**src/rtl/rv_ctrl_pkg.sv**
```systemverilog
// Shared control-unit encodings for the RV32I single-cycle core: opcodes,
// immediate/result/ALU-op codes and the decoded control bundle.
package rv_ctrl_pkg;

  localparam logic [6:0] OP_R      = 7'b0110011;
  localparam logic [6:0] OP_I_ALU  = 7'b0010011;
  localparam logic [6:0] OP_LOAD   = 7'b0000011;
  localparam logic [6:0] OP_STORE  = 7'b0100011;
  localparam logic [6:0] OP_BRANCH = 7'b1100011;
  localparam logic [6:0] OP_JAL    = 7'b1101111;
  localparam logic [6:0] OP_JALR   = 7'b1100111;
  localparam logic [6:0] OP_LUI    = 7'b0110111;
  localparam logic [6:0] OP_AUIPC  = 7'b0010111;

  localparam logic [2:0] IMM_I = 3'b000;
  localparam logic [2:0] IMM_S = 3'b001;
  localparam logic [2:0] IMM_B = 3'b010;
  localparam logic [2:0] IMM_J = 3'b011;
  localparam logic [2:0] IMM_U = 3'b100;

  localparam logic [1:0] RES_ALU = 2'b00;
  localparam logic [1:0] RES_MEM = 2'b01;
  localparam logic [1:0] RES_PC4 = 2'b10;
  localparam logic [1:0] RES_IMM = 2'b11;

  localparam logic [1:0] ALUOP_ADD   = 2'b00;
  localparam logic [1:0] ALUOP_SUB   = 2'b01;
  localparam logic [1:0] ALUOP_FUNCT = 2'b10;

  typedef struct packed {
    logic       reg_write;
    logic [2:0] imm_src;
    logic       alu_src;
    logic       mem_write;
    logic [1:0] result_src;
    logic       branch;
    logic       jump;
    logic [1:0] alu_op;
    logic       alu_asrc;
    logic       illegal;
  } ctrl_t;

endpackage

```
**src/rtl/rv_main_decoder.sv**
```systemverilog
// RV32I main control decoder with sticky illegal-opcode flag.
// Define MAIN_DECODER_OUTREG_EN to register all decoded outputs (1-cycle latency).
module rv_main_decoder
  import rv_ctrl_pkg::*;
(
  input  logic       clk_i,
  input  logic       rst_i,
  input  logic [6:0] op_i,
  output logic       reg_write_o,
  output logic [2:0] imm_src_o,
  output logic       alu_src_o,
  output logic       mem_write_o,
  output logic [1:0] result_src_o,
  output logic       branch_o,
  output logic       jump_o,
  output logic [1:0] alu_op_o,
  output logic       alu_asrc_o,
  output logic       illegal_o,
  output logic       illegal_seen_o
);

  ctrl_t dec;
  ctrl_t ctrl;
  logic  seen;

  // Unlisted fields stay 0 from the default so nothing floats for any opcode.
  always_comb begin
    dec = '0;
    case (op_i)
      OP_R: begin
        dec.reg_write = 1'b1;
        dec.alu_op    = ALUOP_FUNCT;
      end
      OP_I_ALU: begin
        dec.reg_write = 1'b1;
        dec.alu_src   = 1'b1;
        dec.alu_op    = ALUOP_FUNCT;
      end
      OP_LOAD: begin
        dec.reg_write  = 1'b1;
        dec.alu_src    = 1'b1;
        dec.result_src = RES_MEM;
      end
      OP_STORE: begin
        dec.imm_src   = IMM_S;
        dec.alu_src   = 1'b1;
        dec.mem_write = 1'b1;
      end
      OP_BRANCH: begin
        dec.imm_src = IMM_B;
        dec.branch  = 1'b1;
        dec.alu_op  = ALUOP_SUB;
      end
      OP_JAL: begin
        dec.reg_write  = 1'b1;
        dec.imm_src    = IMM_J;
        dec.result_src = RES_PC4;
        dec.jump       = 1'b1;
      end
      OP_JALR: begin
        dec.reg_write  = 1'b1;
        dec.imm_src    = IMM_I;
        dec.alu_src    = 1'b1;
        dec.result_src = RES_PC4;
        dec.jump       = 1'b1;
      end
      OP_LUI: begin
        dec.reg_write  = 1'b1;
        dec.imm_src    = IMM_U;
        dec.alu_src    = 1'b1;
        dec.result_src = RES_IMM;
      end
      OP_AUIPC: begin
        dec.reg_write  = 1'b1;
        dec.imm_src    = IMM_U;
        dec.alu_src    = 1'b1;
        dec.result_src = RES_ALU;
        dec.alu_op     = ALUOP_ADD;
        dec.alu_asrc   = 1'b1;
      end
      default: dec.illegal = 1'b1;
    endcase
  end

`ifdef MAIN_DECODER_OUTREG_EN
  always_ff @(posedge clk_i) begin
    if (rst_i) ctrl <= '0;
    else       ctrl <= dec;
  end
`else
  assign ctrl = dec;
`endif

  // Sticky flag follows the visible illegal_o, so it lags one stage in the registered build.
  always_ff @(posedge clk_i) begin
    if (rst_i)             seen <= 1'b0;
    else if (ctrl.illegal) seen <= 1'b1;
  end

  assign reg_write_o    = ctrl.reg_write;
  assign imm_src_o      = ctrl.imm_src;
  assign alu_src_o      = ctrl.alu_src;
  assign mem_write_o    = ctrl.mem_write;
  assign result_src_o   = ctrl.result_src;
  assign branch_o       = ctrl.branch;
  assign jump_o         = ctrl.jump;
  assign alu_op_o       = ctrl.alu_op;
  assign alu_asrc_o     = ctrl.alu_asrc;
  assign illegal_o      = ctrl.illegal;
  assign illegal_seen_o = seen;

endmodule

```
**config.mk**
```make
export PLATFORM = sky130hd
export DESIGN_NAME = rv_main_decoder
export DESIGN_NICKNAME = d
export VERILOG_FILES = /design/src/rtl/rv_ctrl_pkg.sv /design/src/rtl/rv_main_decoder.sv
export SDC_FILE = /design/constraint.sdc
export NUM_CORES = 1
export LEC_CHECK = 0
export BUFFER_PORTS_ARGS = -buffer_cell sky130_fd_sc_hd__buf_2
export CORE_AREA = 2 2 39 41
export CTS_CLUSTER_DIAMETER = 30
export DETAILED_ROUTE_END_ITERATION = 8
export DIE_AREA = 0 0 41 43
export GPL_TIMING_DRIVEN = 0
export SKIP_CTS_REPAIR_TIMING = 1
export SYNTH_ARGS = -nofsm -noshare
export SYNTH_HDL_FRONTEND = slang
export SYNTH_SLANG_ARGS = --single-unit
```
**constraint.sdc**
```tcl
create_clock -name clk_i -period 2.1 [get_ports clk_i]
set_clock_uncertainty 0.05 [all_clocks]
set_input_delay 0.21 -clock clk_i [delete_from_list [all_inputs] [get_ports clk_i]]
set_output_delay 0.21 -clock clk_i [all_outputs]
set_load 0.03 [all_outputs]
```
==> flow_metrics.tcl <==
set metrics [dict create \
    synth_async_sr_flop_share 0 \
    wl_per_cell_um 9.24 \
    first_iter_violations 1 \
    netlist_top_cells_area "or3_1 (8.6%), buf_6 (7.7%), a21oi_1 (6.9%)" \
    worst_ir_drop_vdd_mv 0.133 \
    worstPathCellList "buf_2 > buf_6 > and3b_1 > or3_1 > a211oi_2 > buf_2" \
    antenna_found_initial 0 \
    seqPwrFrac 0.252 \
    yosys.area_share.xor_xnor 0.0300 \
    place_area_um2 418 \
    regToRegEndpoint "illegal_seen_o$_SDFFE_PP0N_" \
    main_combinational_cell_family_by_area_after_synthesis "simple AND/OR/NAND/NOR gates" \
    route.vias.total 388 \
    critical-path-slowest-cell "or3_1" \
    hold_path.startpoint "rst_i" \
    wirelength_routed_um 767 \
    syn_to_final_growth_pct 43.3 \
    floorplan.rows 14 \
    die_x_um 41 \
    largest_register_ffs 1 \
    finalSetupViolations 0 \
    worst_slew_pin_tran_ps 376 \
    synthDistinctLibCells 24 \
    synth.ff_latch_count 1 \
    startpoint "op_i[4]" \
    diodes 0 \
    setup_tns_ps 0 \
    grtUsageTotal 0.0921 \
    slowest_delay_ps 320 \
    final_layout_size_suffix_gt1_frac 0.418 \
    setup.worst_path.class "primary input to output port" \
    hpwlAfterDp_um 631 \
    cts.clk_slew.worst_paths_ps 0 \
    post_synth_mux_area_share 0 \
    synth.top_cell.area_share 0.0858 \
    via_count_of_the_first_global_routing_pass 312 \
    fmax_mhz 619 \
    post_synth_inst_count 47 \
    gpl.final_weighted_congestion 0.750 \
    critical_path.max_fanout 10 \
    finalPower_uw 83.7 \
    hold_end "illegal_seen_o$_SDFFE_PP0N_" \
    synth_area_per_cell_um2 6.20 \
    timing.final.crit_period_ps 1610 \
    drt_first_pass_iters 2 \
    power_switching_uw 39.2 \
    netlist_area_um2 292 \
    worst_r2r_path_depth 2 \
    synth.yosys.warnings 0 \
    rsz0062_at_grt "no" \
    ys.flop_type "dfxtp_1" \
    die_area_um2 1760 \
    yosys.area_share.adder 0 \
    final_net_count 78 \
    boundaryPins 24 \
    port_buffers 20 \
    worstSetupEndpointType "output port" \
    core_um2 1380 \
    timing_hold_violations_final 0 \
    holdPathStages 2 \
    maxCapViolCount 0 \
    syn-num-nets 56 \
    comb_power_share 0.748 \
    cell_internal_pwr_uw 44.5 \
    grt_first_pass_wirelength_mm 1.24 \
    min_period_over_period 0.769 \
    whs_ps 318 \
    drtAntennaViolNets 0 \
    timing.critical_path.required_ps 1840 \
    setup_ws_ps 485 \
    ys_seq_area_frac 0.0687 \
    simple_logic_cell_fraction_of_the_synthesized_area 0.532 \
    crit_top_cell "buf_2" \
    switching_share 0.468 \
    postLayoutCellArea_um2 418 \
    yosys.area.top_type "or3_1" \
    start_kind "primary input" \
    post-place-ws_ps 481 \
    drc 0 \
    r2r-start "illegal_seen_o$_SDFFE_PP0N_" \
    die-height_um 43 \
    grt.overflow.total 0 \
    hold_class "primary input to flip-flop" \
    vias_per_cell 4.67 \
    worst_ep_arrival_time_ps 1350 \
    synth_edf_count 0 \
    drv_slew 0 \
    run_status "finished, final reports clean" \
    cell_area_power_density_nw_per_um2 200 \
    static-leakage-power_nw 0.207 \
    max_slew_margin 0.750 \
    r2r_setup_slack_ps 1460 \
    synth.most_common_cell "nor2_1" \
    clock_latency_on_the_worst_skew_pair_ps 0 \
    floorplan.initialDensity 0.211 \
    share_clk_of_total_power 0 \
    grt_max_degree 11 \
    complex_gate_fraction_of_the_synthesized_area 0.193 \
]
[critical path, delay by kind of cell]
family	cells	cell delay, ps
AOI/OAI and AO/OA	1	210
buffers and inverters	3	460
and+or+nand+nor	2	480
[power by group through the flow]
stage	Combinational (mW)	Clock, mW	Sequential [mW]
after floorplan	0.0440	0	0.0236
after global placement	0.0621	0	0.0211
after detailed placement	0.0632	0	0.0211
after CTS	0.0633	0	0.0211
after global routing	0.0696	0	0.0214
final	0.0626	0	0.0211
[through the flow]
stage | utilization | cells
floorplan | - | 47
global placement | 0.302 | 83
detailed placement | 0.302 | 83
CTS | 0.302 | 83
global route | 0.302 | 83
finish | 0.302 | 83
[cells in the final DEF, fill, tap and decap left out, types with 2 or more instances in the layout]
cell / synthesis / routed
buf_2: 2 / 22
nor2_1: 5 / 5
nand2_1: 4 / 4
or3_1: 4 / 4
nor3_1: 4 / 4
nand3_1: 4 / 4
a21oi_1: 4 / 4
buf_6: 2 / 2
nor2b_1: 2 / 2
inv_1: 2 / 2
[cells by family after synthesis]
group / after synthesis
compound gates: 8
xor+xnor: 1
buf+inv: 8
flops: 1
simple gates: 29
[final cells by class]
type | count | area, um2
timing repair buffer | 20 | 100
buffer | 6 | 43.8
tap | 16 | 20.0
sequential | 1 | 20.0
fill | 157 | 966
multi-input combinational | 38 | 226
inverter | 2 | 7.51
[worst max-delay path by stage]
stage	endpoint	slack (ps)	depth (start not counted)
final	alu_src_o	490	6
after global routing	mem_write_o	380	5
after CTS	alu_src_o	480	6
after detailed placement	alu_src_o	480	6
after global placement	alu_src_o	490	6
after floorplan	alu_asrc_o	320	3
[routing by layer]
layer  routed length (um)  global-route usage
met2                  394               0.156
met5                    0                   0
met4                    0                   0
met3                   48                   0
met1                  324               0.134
No activity file was read; power rests on OpenSTA's default activity.
